--- src/rtl/render_pkg.sv ---
// render_pkg
// Shared types and constants for the model fetch path.
//   tri_word_t    : one 64-bit triangle entry, exactly as stored in model RAM
//   camera_loc_t  : {theta[29:21], x[20:14], y[13:7], z[6:0]}
//   fetch_state_t : sequencer FSM states
//   RAM_READ_LAT  : cycles from address presented to data on ram_data_in
package render_pkg;

  localparam int RAM_READ_LAT = 2;

  typedef logic [63:0] tri_word_t;

  typedef struct packed {
    logic [8:0] theta;
    logic [6:0] x;
    logic [6:0] y;
    logic [6:0] z;
  } camera_loc_t;

  typedef enum logic [1:0] {
    IDLE  = 2'd0,
    FETCH = 2'd1,
    DRAIN = 2'd2,
    DONE  = 2'd3
  } fetch_state_t;

  // Bit 0 of a triangle entry is its enable flag.
  function automatic logic entry_enabled(input tri_word_t word);
    return word[0];
  endfunction

endpackage

--- src/rtl/tri_fifo.sv ---
// tri_fifo
// Synchronous FIFO of triangle words with an occupancy count.
// Ports:
//   clk, rst       : clock, asynchronous active-low reset
//   push/push_data : write request and word
//   pop            : read request (ignored while empty)
//   head           : word at the read pointer (fall-through)
//   empty          : no words stored
//   count          : number of stored words, 0..DEPTH
// DEPTH must be a power of two so the pointers wrap naturally.
module tri_fifo
  import render_pkg::*;
#(
  parameter int DEPTH = 4
) (
  input  logic                   clk,
  input  logic                   rst,
  input  logic                   push,
  input  tri_word_t              push_data,
  input  logic                   pop,
  output tri_word_t              head,
  output logic                   empty,
  output logic [$clog2(DEPTH):0] count
);

  localparam int PTRW = $clog2(DEPTH);

  tri_word_t       mem [DEPTH];
  logic [PTRW-1:0] wr_ptr;
  logic [PTRW-1:0] rd_ptr;
  logic            full;
  logic            do_push;
  logic            do_pop;

  assign empty = (count == '0);
  assign full  = (count == (PTRW+1)'(DEPTH));
  assign head  = mem[rd_ptr];

  // A push into a full FIFO is only legal when a pop frees the slot in the
  // same cycle; the overwritten slot is the one being read out.
  assign do_pop  = pop && !empty;
  assign do_push = push && (!full || do_pop);

  always_ff @(posedge clk or negedge rst) begin
    if (!rst) begin
      wr_ptr <= '0;
      rd_ptr <= '0;
      count  <= '0;
    end else begin
      if (do_push) wr_ptr <= wr_ptr + 1'b1;
      if (do_pop)  rd_ptr <= rd_ptr + 1'b1;
      case ({do_push, do_pop})
        2'b10:   count <= count + 1'b1;
        2'b01:   count <= count - 1'b1;
        default: count <= count;
      endcase
    end
  end

  // Storage is not reset; the sequencer masks head while the FIFO is empty.
  always_ff @(posedge clk) begin
    if (do_push) mem[wr_ptr] <= push_data;
  end

endmodule

--- src/rtl/model_fetch_sequencer.sv ---
// model_fetch_sequencer
// Streams the triangle entries of the model RAM, in address order, to the
// projection pipeline once per frame_start_in, buffering RAM returns in a
// small FIFO so that downstream back-pressure never loses a word.
// Ports:
//   clk, rst         : clock, asynchronous active-low reset
//   frame_start_in   : pulse requesting a pass (ignored while busy)
//   camera_loc_in    : camera location, latched when a pass is accepted
//   addr_out         : model RAM read address
//   ram_data_in      : model RAM data, RAM_READ_LAT cycles after addr_out
//   tri_valid_out/tri_ready_in/tri_data_out : triangle stream handshake
//   camera_loc_out   : camera location of the current/last pass
//   busy_out         : pass in progress
//   frame_done_out   : one-cycle pulse at the end of a pass
// Build option: define FETCH_SKIP_DISABLED_EN to drop entries whose bit 0
// is clear instead of delivering them (they are still read).
module model_fetch_sequencer
  import render_pkg::*;
#(
  parameter int SIZE       = 4,
  parameter int ADDRW      = $clog2(SIZE),
  parameter int FIFO_DEPTH = 4
) (
  input  logic             clk,
  input  logic             rst,
  input  logic             frame_start_in,
  input  logic [29:0]      camera_loc_in,
  output logic [ADDRW-1:0] addr_out,
  input  logic [63:0]      ram_data_in,
  output logic             tri_valid_out,
  input  logic             tri_ready_in,
  output logic [63:0]      tri_data_out,
  output logic [29:0]      camera_loc_out,
  output logic             busy_out,
  output logic             frame_done_out
);

  localparam int               CNTW      = $clog2(FIFO_DEPTH) + 1;
  localparam logic [ADDRW-1:0] LAST_ADDR = ADDRW'(SIZE - 1);

  fetch_state_t            state;
  fetch_state_t            state_next;
  camera_loc_t             camera_q;
  logic [RAM_READ_LAT-1:0] read_pipe;
  logic [CNTW-1:0]         reads_in_flight;
  logic [CNTW:0]           outstanding;
  logic [CNTW-1:0]         fifo_count;
  logic                    fifo_empty;
  logic                    fifo_push;
  logic                    fifo_pop;
  tri_word_t               fifo_head;
  logic                    room;
  logic                    accept;
  logic                    issue;

  assign camera_loc_out = camera_q;

  // read_pipe[i] marks a read issued i+1 cycles ago; the oldest stage lines
  // up with its data on ram_data_in.
  always_comb begin
    reads_in_flight = '0;
    for (int i = 0; i < RAM_READ_LAT; i++) begin
      reads_in_flight = reads_in_flight + CNTW'(read_pipe[i]);
    end
    outstanding = {1'b0, reads_in_flight} + {1'b0, fifo_count};
    room        = outstanding < (CNTW+1)'(FIFO_DEPTH);
  end

`ifdef FETCH_SKIP_DISABLED_EN
  assign fifo_push = read_pipe[RAM_READ_LAT-1] && entry_enabled(ram_data_in);
`else
  assign fifo_push = read_pipe[RAM_READ_LAT-1];
`endif

  assign tri_valid_out = !fifo_empty;
  assign fifo_pop      = tri_valid_out && tri_ready_in;
  assign tri_data_out  = fifo_empty ? '0 : fifo_head;

  tri_fifo #(
    .DEPTH(FIFO_DEPTH)
  ) u_fifo (
    .clk      (clk),
    .rst      (rst),
    .push     (fifo_push),
    .push_data(ram_data_in),
    .pop      (fifo_pop),
    .head     (fifo_head),
    .empty    (fifo_empty),
    .count    (fifo_count)
  );

  always_ff @(posedge clk or negedge rst) begin
    if (!rst) state <= IDLE;
    else      state <= state_next;
  end

  // Reads are only issued while every outstanding word (in flight or
  // buffered) is guaranteed a FIFO slot, so back-pressure can never
  // overflow the buffer.
  always_comb begin
    state_next     = state;
    accept         = 1'b0;
    issue          = 1'b0;
    busy_out       = 1'b1;
    frame_done_out = 1'b0;
    case (state)
      IDLE: begin
        busy_out = 1'b0;
        if (frame_start_in) begin
          accept     = 1'b1;
          state_next = FETCH;
        end
      end
      FETCH: begin
        if (room) begin
          issue = 1'b1;
          if (addr_out == LAST_ADDR) state_next = DRAIN;
        end
      end
      DRAIN: begin
        // A pending handshake implies a non-empty FIFO; it is kept explicit
        // so the exit condition reads as the full set of quiet conditions.
        if ((reads_in_flight == '0) && fifo_empty &&
            !(tri_valid_out && !tri_ready_in)) begin
          state_next = DONE;
        end
      end
      DONE: begin
        frame_done_out = 1'b1;
        state_next     = IDLE;
      end
      default: state_next = IDLE;
    endcase
  end

  // Address and camera registers; the address stops at the last entry rather
  // than wrapping so it holds when no further reads are issued.
  always_ff @(posedge clk or negedge rst) begin
    if (!rst) begin
      addr_out  <= '0;
      camera_q  <= '0;
      read_pipe <= '0;
    end else begin
      read_pipe <= {read_pipe[RAM_READ_LAT-2:0], issue};
      if (accept) begin
        addr_out <= '0;
        camera_q <= camera_loc_t'(camera_loc_in);
      end else if (issue && (addr_out != LAST_ADDR)) begin
        addr_out <= addr_out + 1'b1;
      end
    end
  end

endmodule

--- config.mk ---
export PLATFORM = sky130hd
export DESIGN_NAME = model_fetch_sequencer
export DESIGN_NICKNAME = d
export VERILOG_FILES = /design/src/rtl/render_pkg.sv /design/src/rtl/tri_fifo.sv /design/src/rtl/model_fetch_sequencer.sv
export SDC_FILE = /design/constraint.sdc
export NUM_CORES = 1
export LEC_CHECK = 0
export BUFFER_PORTS_ARGS = -buffer_cell sky130_fd_sc_hd__buf_4
export CAP_MARGIN = 30
export CORE_AREA = 2 2 174 176
export CTS_CLUSTER_SIZE = 30
export DETAILED_ROUTE_END_ITERATION = 8
export DIE_AREA = 0 0 176 178
export PLACE_DENSITY = 0.65
export REMOVE_ABC_BUFFERS = 1
export SLEW_MARGIN = 25
export SYNTH_ARGS = -nofsm -noshare
export SYNTH_HDL_FRONTEND = slang
export SYNTH_SLANG_ARGS = --single-unit
--- constraint.sdc ---
create_clock -name clk -period 3.1 [get_ports clk]
set_input_delay 0.465 -clock clk [delete_from_list [all_inputs] [get_ports clk]]
set_output_delay 0.465 -clock clk [all_outputs]
set_load 0.02 [all_outputs]
== After elaboration in Yosys (flattened, before gate mapping) ==
Memories as Yosys holds them, arrays and structs flattened.
Index checks and enable logic that the tools add are counted.

* Bits in registers: 43
* Memory bits (writable): 256
* Memories: 1

{| class="wikitable"
|+ Memory list
! name !! words !! bits a word !! read ports !! clocked after Yosys merged registers in !! wr ports !! RTL line !! RTL
|-
| u_fifo.mem || 4 || 64 || 1 || 0 || 1 || tri_fifo.sv:28 || <nowiki>tri_word_t mem [DEPTH];</nowiki>
|}

* Add/subtract/negate cells: 7
* Magnitude comparators: 1
* Equality and inequality tests: 12
* Muxes and demuxes: 17
* Reduce and logical (&&, ||, !) cells: 18

{| class="wikitable"
|+ Operator list
! cell !! count
|-
| 64-bit 2-to-1 mux || 1
|-
| 2-bit 2-to-1 mux || 6
|-
| 2-bit inequality test, second input constant || 5
|-
| 2-bit equality test, second input constant || 4
|-
| 1-bit 2-to-1 mux || 8
|-
| 2-bit one-hot mux with 4 select lines || 1
|-
| 1-bit logical AND || 7
|-
| 2-bit by 1-bit adder with 2-bit output, second input constant || 3
|-
| 3-bit zero test || 2
|-
| 3-bit one-hot mux with 2 select lines || 1
|-
| 2-bit by 3-bit adder with 4-bit output || 1
|-
| 2-bit by 1-bit equality test with 1-bit output, second input constant || 2
|-
| 1-bit zero test || 4
|-
| 4-bit by 3-bit less-than comparator with 1-bit output, second input constant || 1
|-
| 4-bit AND reduction || 1
|-
| 2-bit nonzero test || 2
|-
| 3-bit by 1-bit adder with 3-bit output, second input constant || 1
|-
| 3-bit equality test, second input constant || 1
|-
| 3-bit by 1-bit subtractor with 3-bit output, second input constant || 1
|-
| 1-bit by 1-bit adder with 2-bit output || 1
|-
| 2-bit zero test || 1
|-
| 1-bit logical OR || 1
|}

== Logic depth before layout (Yosys ltp) ==
* Word-level depth: 8
* Depth in mapped cells: 9
* Depth with buffers taken out: 9

== Hierarchy ==
Synthesis repeated with hierarchy kept, for this count alone.

* Cell total of the unflattened synthesis: 544
* Area total of the unflattened synthesis: 11576.1 sq um

{| class="wikitable"
|+ By module, submodules not included
! module !! instances !! cells each !! area each (sq um) !! seq. area each (sq um)
|-
| tri_fifo || 1 || 372 || 9644.2 || 7862.5
|-
| model_fetch_sequencer || 1 || 172 || 1931.9 || 900.9
|}

== Worst setup path before layout ==
Ideal clock, no wire load.

* Kind: reg-to-reg
* From: register u_fifo.count[2]
* To: memory u_fifo.mem[0][0] in the netlist's numbering (enable)
* Data arrival time: 2.258 ns
* Path slack: 0.413 ns
* Stages on the path, launching flop included: 4
* Cells stage by stage: dfrtp_1 -> inv_1 -> o41a_1 -> and2_1

* Longest elaborated chain between the ends: 8
* Elaborated cells between the ends (all ways): 10
* Those cells by class: eq/ne: 1; mux: 2; reduce/logical: 7

{| class="wikitable"
|+ Ends and longest elaborated chain
! element !! RTL line !! RTL
|-
| start, declared || tri_fifo.sv:23 || <nowiki>output logic [$clog2(DEPTH):0] count</nowiki>
|-
| start signal, assigned || tri_fifo.sv:53 || <nowiki>2'b10: count <= count + 1'b1;</nowiki>
|-
| start signal, assigned || tri_fifo.sv:54 || <nowiki>2'b01: count <= count - 1'b1;</nowiki>
|-
| start signal, assigned || tri_fifo.sv:55 || <nowiki>default: count <= count;</nowiki>
|-
| 3-bit zero test || tri_fifo.sv:35 || <nowiki>assign empty = (count == '0);</nowiki>
|-
| 1-bit zero test || tri_fifo.sv:41, model_fetch_sequencer.sv:75 ||
|-
| 1-bit logical AND || model_fetch_sequencer.sv:76 || <nowiki>assign fifo_pop = tri_valid_out && tri_ready_in;</nowiki>
|-
| 1-bit logical AND || tri_fifo.sv:41 || <nowiki>assign do_pop = pop && !empty;</nowiki>
|-
| 1-bit logical OR * || tri_fifo.sv:42 || <nowiki>assign do_push = push && (!full || do_pop);</nowiki>
|-
| 1-bit logical AND * || tri_fifo.sv:42 ||
|-
| 1-bit 2-to-1 mux * || tri_fifo.sv:62 || <nowiki>if (do_push) mem[wr_ptr] <= push_data;</nowiki>
|-
| 1-bit 2-to-1 mux (implied by the code) * || tri_fifo.sv:62 ||
|-
| end, declared || tri_fifo.sv:28 ||
|}

Every way passes the cells marked *; elsewhere a longest branch is shown, timed or not.

== Final worst setup path ==
* From: register u_fifo.rd_ptr[0]
* To: output tri_data_out[52]

* Longest elaborated chain between the ends: 2

{| class="wikitable"
|+ Ends and longest elaborated chain
! element !! RTL line !! RTL
|-
| start, declared || tri_fifo.sv:30 || <nowiki>logic [PTRW-1:0] rd_ptr;</nowiki>
|-
| start signal, assigned || tri_fifo.sv:51 || <nowiki>if (do_pop) rd_ptr <= rd_ptr + 1'b1;</nowiki>
|-
| memory read 4 x 64 bit || -- ||
|-
| 64-bit 2-to-1 mux || model_fetch_sequencer.sv:77 || <nowiki>assign tri_data_out = fifo_empty ? '0 : fifo_head;</nowiki>
|-
| end, declared || model_fetch_sequencer.sv:32 || <nowiki>output logic [63:0] tri_data_out,</nowiki>
|}

No other way between the ends.

==> flow_metrics.py <==
metrics = {
    "sta": {
        "fmax_ghz": 0.3487,
        "setup_viol_count_final": 0,
        "slew_headroom_pct": 61.43,
        "final_clock_period_utilization_by_the_worst_path_pct": 92.52,
        "slew_viol_final": 0,
        "finalCriticalPeriod_ns": 2.868,
        "fin_ws_ns": 0.2319,
        "worstMarginPinSlew_ns": 0.5785,
        "final_hold_viol_count": 0,
        "grt_setup_unrepaired": "false",
        "final.setup_skew_ns": 0.01134,
    },
    "die": {
        "initial_utilization_pct": 39.35,
        "fp.coreArea_um2": 29400,
        "die_height_um": 178,
        "count_of_boundary_i_o_pins": 197,
        "die-area_um2": 31330,
        "num_rows": 63,
        "die-width_um": 176,
    },
    "critical_path": {
        "worst-endpoint-arrival_ns": 2.40,
        "cp-end-kind": "output port",
        "setup.worst_path.start_class": "flip-flop",
        "crit_fanout": 28,
        "crit_type": "reg -> out",
        "worst_ep_required_time_ns": 2.63,
    },
    "layout": {
        "proportion_of_layout_cells_with_a_drive_suffix_above_1_pct": 41.86,
        "area_growth_syn_to_layout_pct": 25.50,
        "fin_util_pct": 49.38,
        "filler_cell_count": 2399,
        "n_antenna_cell": 0,
        "final_net_count": 876,
    },
    "clocking": {
        "cts_num_sinks": 299,
        "clock_tree.root_cell": "sky130_fd_sc_hd__clkbuf_16",
        "tritoncts_clock_tree": "built",
        "post_cts_resized": 0,
        "ctsLongestPathBuffers": 3,
        "clk_transition_reported_paths_ns": 0.06,
        "insertion_delay_ns": 0.54,
        "cts_buf_count": 30,
        "cts-htree-levels": 1,
    },
    "route": {
        "routedWlPerCell_um": 18.81,
        "detailedRoute.firstPassIterationCount": 4,
        "via_count": 5765,
        "initialDrtViolationCount": 468,
        "drcViolationCount": 0,
        "detail_route.wirelength_um": 22120,
        "detail_route.vias_per_cell": 4.902,
        "post_route_ant_nets": 0,
    },
    "pwr": {
        "power.leakage_nw": 5.272,
        "power.density_cell_area_nw_per_um2": 986.8,
        "max-vdd-ir-drop_mv": 0.4768,
    },
    "logic_synthesis": {
        "muxShareOfSynthArea_pct": 15.51,
        "ys_warn_count": 0,
        "count_of_cell_types_in_the_netlist": 27,
        "async_flop_share_pct": 14.38,
        "synth-main-ff-cell": "sky130_fd_sc_hd__edfxtp_1",
        "synth.cell_area_um2": 11570,
        "synth_simple_gate_area_share_pct": 4.337,
        "synth_area_per_cell_um2": 21.19,
        "synth.ff_latch_count": 299,
        "compound_cell_area_share_of_the_yosys_netlist_pct": 0.5083,
        "synth-edff-count": 256,
        "post_synth_xor_area_fraction_pct": 0.5300,
        "post_synth_fa_ha_maj_area_fraction_pct": 1.687,
        "post_synth_inst_count": 546,
        "synth_top_family_by_area": "multiplexers",
        "synth.yosys.seq_area_share_pct": 75.75,
    },
    "placement": {
        "io_buffer_count": 196,
        "detailedPlace.worstSlack_ns": 0.7218,
        "gpl.final_weighted_congestion": 0.6787,
        "place_hpwl_um": 13810,
    },
    "global_route": {
        "first_global_vias": 6315,
        "globalRouteTotalUtil_pct": 14.08,
        "grt_start_max_net_pins": 44,
        "grt_remaining_overflow": 0,
        "grt_pass1_wl_um": 34300,
        "number_of_antenna_violations_at_the_first_check_in_global_routing": 0,
    },
    "worst_hold_path": {
        "worst_hold_path_type": "in -> reg",
    },
    "outcome": {
        "outcome": "completed",
    },
    "flow_run": {
        "max_cap_violations": 0,
    },
}
-- synth_stat cells, drive strengths merged (3+ instances only) --
| cell type | number | area [um^2] |
|---|---|---|
| and2 | 70 | 437.9 |
| buf | 16 | 111.4 |
| clkbuf | 8 | 30.03 |
| dfrtp | 43 | 1076 |
| edfxtp | 256 | 7687 |
| ha | 14 | 175.2 |
| inv | 14 | 52.55 |
| mux2 | 31 | 352.8 |
| mux4 | 64 | 1441 |
| nand2 | 6 | 22.52 |
| o21ai | 4 | 20.01 |
| xnor2 | 4 | 35.03 |
| xor2 | 3 | 26.28 |
-- cell type report --
type | count | area [um^2] | area share (%)
Clock buffer | 40 | 809.5 | 5.576
Multi-Input combinational cell | 209 | 2621 | 18.05
Tap cell | 390 | 488.0 | 3.361
Timing Repair Buffer | 209 | 1659 | 11.43
Clock inverter | 15 | 117.6 | 0.8101
Sequential cell | 299 | 8771 | 60.41
Inverter | 14 | 52.55 | 0.3619
-- logic make-up (layout without fill, tap and decap cells) --
family,after synthesis,count (layout)
AOI/OAI and AO/OA,9,9
muxes,95,95
and+or+nand+nor,83,83
xor gates and xnor gates,7,7
adders and majority gates,15,15
buffers and inverters,38,278
DFF,299,299
-- repair_timing --
action	in CTS	in global routing
hold buffers	1	0
buffers inserted	0	0
endpoints found under the hold margin	43	0
-- sequential cells by signal, summed over array words and instances (netlist names) --
signal          cells
read_pipe           2
u_fifo.wr_ptr       2
camera_loc_out     30
u_fifo.mem        256
u_fifo.rd_ptr       2
u_fifo.count        3
state               2
addr_out            2
-- critical path, cell delays in order, from the launching register on --
cell and delay (ns):
sky130_fd_sc_hd__dfrtp_4 0.67, sky130_fd_sc_hd__buf_12 0.31, sky130_fd_sc_hd__mux4_2 0.52, sky130_fd_sc_hd__and2_1 0.18, sky130_fd_sc_hd__buf_4 0.16
-- layout by cell type (no fill, tap or decap), types with 3 or more instances in the layout --
cell type | Yosys | layout
sky130_fd_sc_hd__and2_1 | 70 | 66
sky130_fd_sc_hd__and2_4 | 0 | 4
sky130_fd_sc_hd__buf_12 | 0 | 7
sky130_fd_sc_hd__buf_4 | 0 | 201
sky130_fd_sc_hd__clkbuf_1 | 8 | 9
sky130_fd_sc_hd__clkbuf_16 | 0 | 31
sky130_fd_sc_hd__clkinv_1 | 0 | 9
sky130_fd_sc_hd__clkinv_2 | 0 | 3
sky130_fd_sc_hd__dfrtp_1 | 43 | 41
sky130_fd_sc_hd__edfxtp_1 | 256 | 256
sky130_fd_sc_hd__ha_1 | 14 | 14
sky130_fd_sc_hd__inv_1 | 14 | 14
sky130_fd_sc_hd__mux2_1 | 18 | 18
sky130_fd_sc_hd__mux2_2 | 12 | 12
sky130_fd_sc_hd__mux4_2 | 64 | 64
sky130_fd_sc_hd__nand2_1 | 6 | 6
sky130_fd_sc_hd__o21ai_1 | 3 | 3
sky130_fd_sc_hd__xnor2_1 | 4 | 4
sky130_fd_sc_hd__xor2_1 | 3 | 3
-- report_power, final --
group / switching (mW) / total [mW] / internal (mW)
combinational: 2.78 / 5.47 / 2.68
clock: 1.42 / 3.40 / 1.99
sequential: 0.392 / 5.46 / 5.07
-- per-stage QoR --
step	setup TNS [ns]	hold WS (ns)	cells	total power, mW	cell area [um^2]
6_report	0	0.1117	1176	14.33	14520
5_1_grt	0	0.09961	1176	15.13	14520
4_1_cts	0	0.08244	1176	14.59	14520
3_5_place_dp	0	0.4015	1120	11.14	13580
3_3_place_gp	0	0.3978	1120	11.10	13580
2_1_floorplan	-53.78	0.1694	522	8.903	11430
-- path summary, 6_finish.rpt --
path	startpoint	endpoint	slack [ns]	cells past startpoint
worst max-delay path	u_fifo.rd_ptr[0]	tri_data_out[52]	0.23	4
worst min-delay path	frame_start_in	addr_out[0]	0.11	2
worst max register to register	u_fifo.count[1]	u_fifo.count[2]	0.85	8
worst min register to register	read_pipe[0]	read_pipe[1]	0.42	0
max in group asynchronous	rst	u_fifo.rd_ptr[0]	2.17	2
min in group asynchronous	rst	camera_loc_out[21]	0.48	2
-- layer usage --
layer	track usage [%]	wire [um]
met1	18.89	9532
met4	3.030	364
met5	0	0
met3	3.751	1722
met2	23.29	10500
Note: power is estimated with default switching activity, not from simulation.
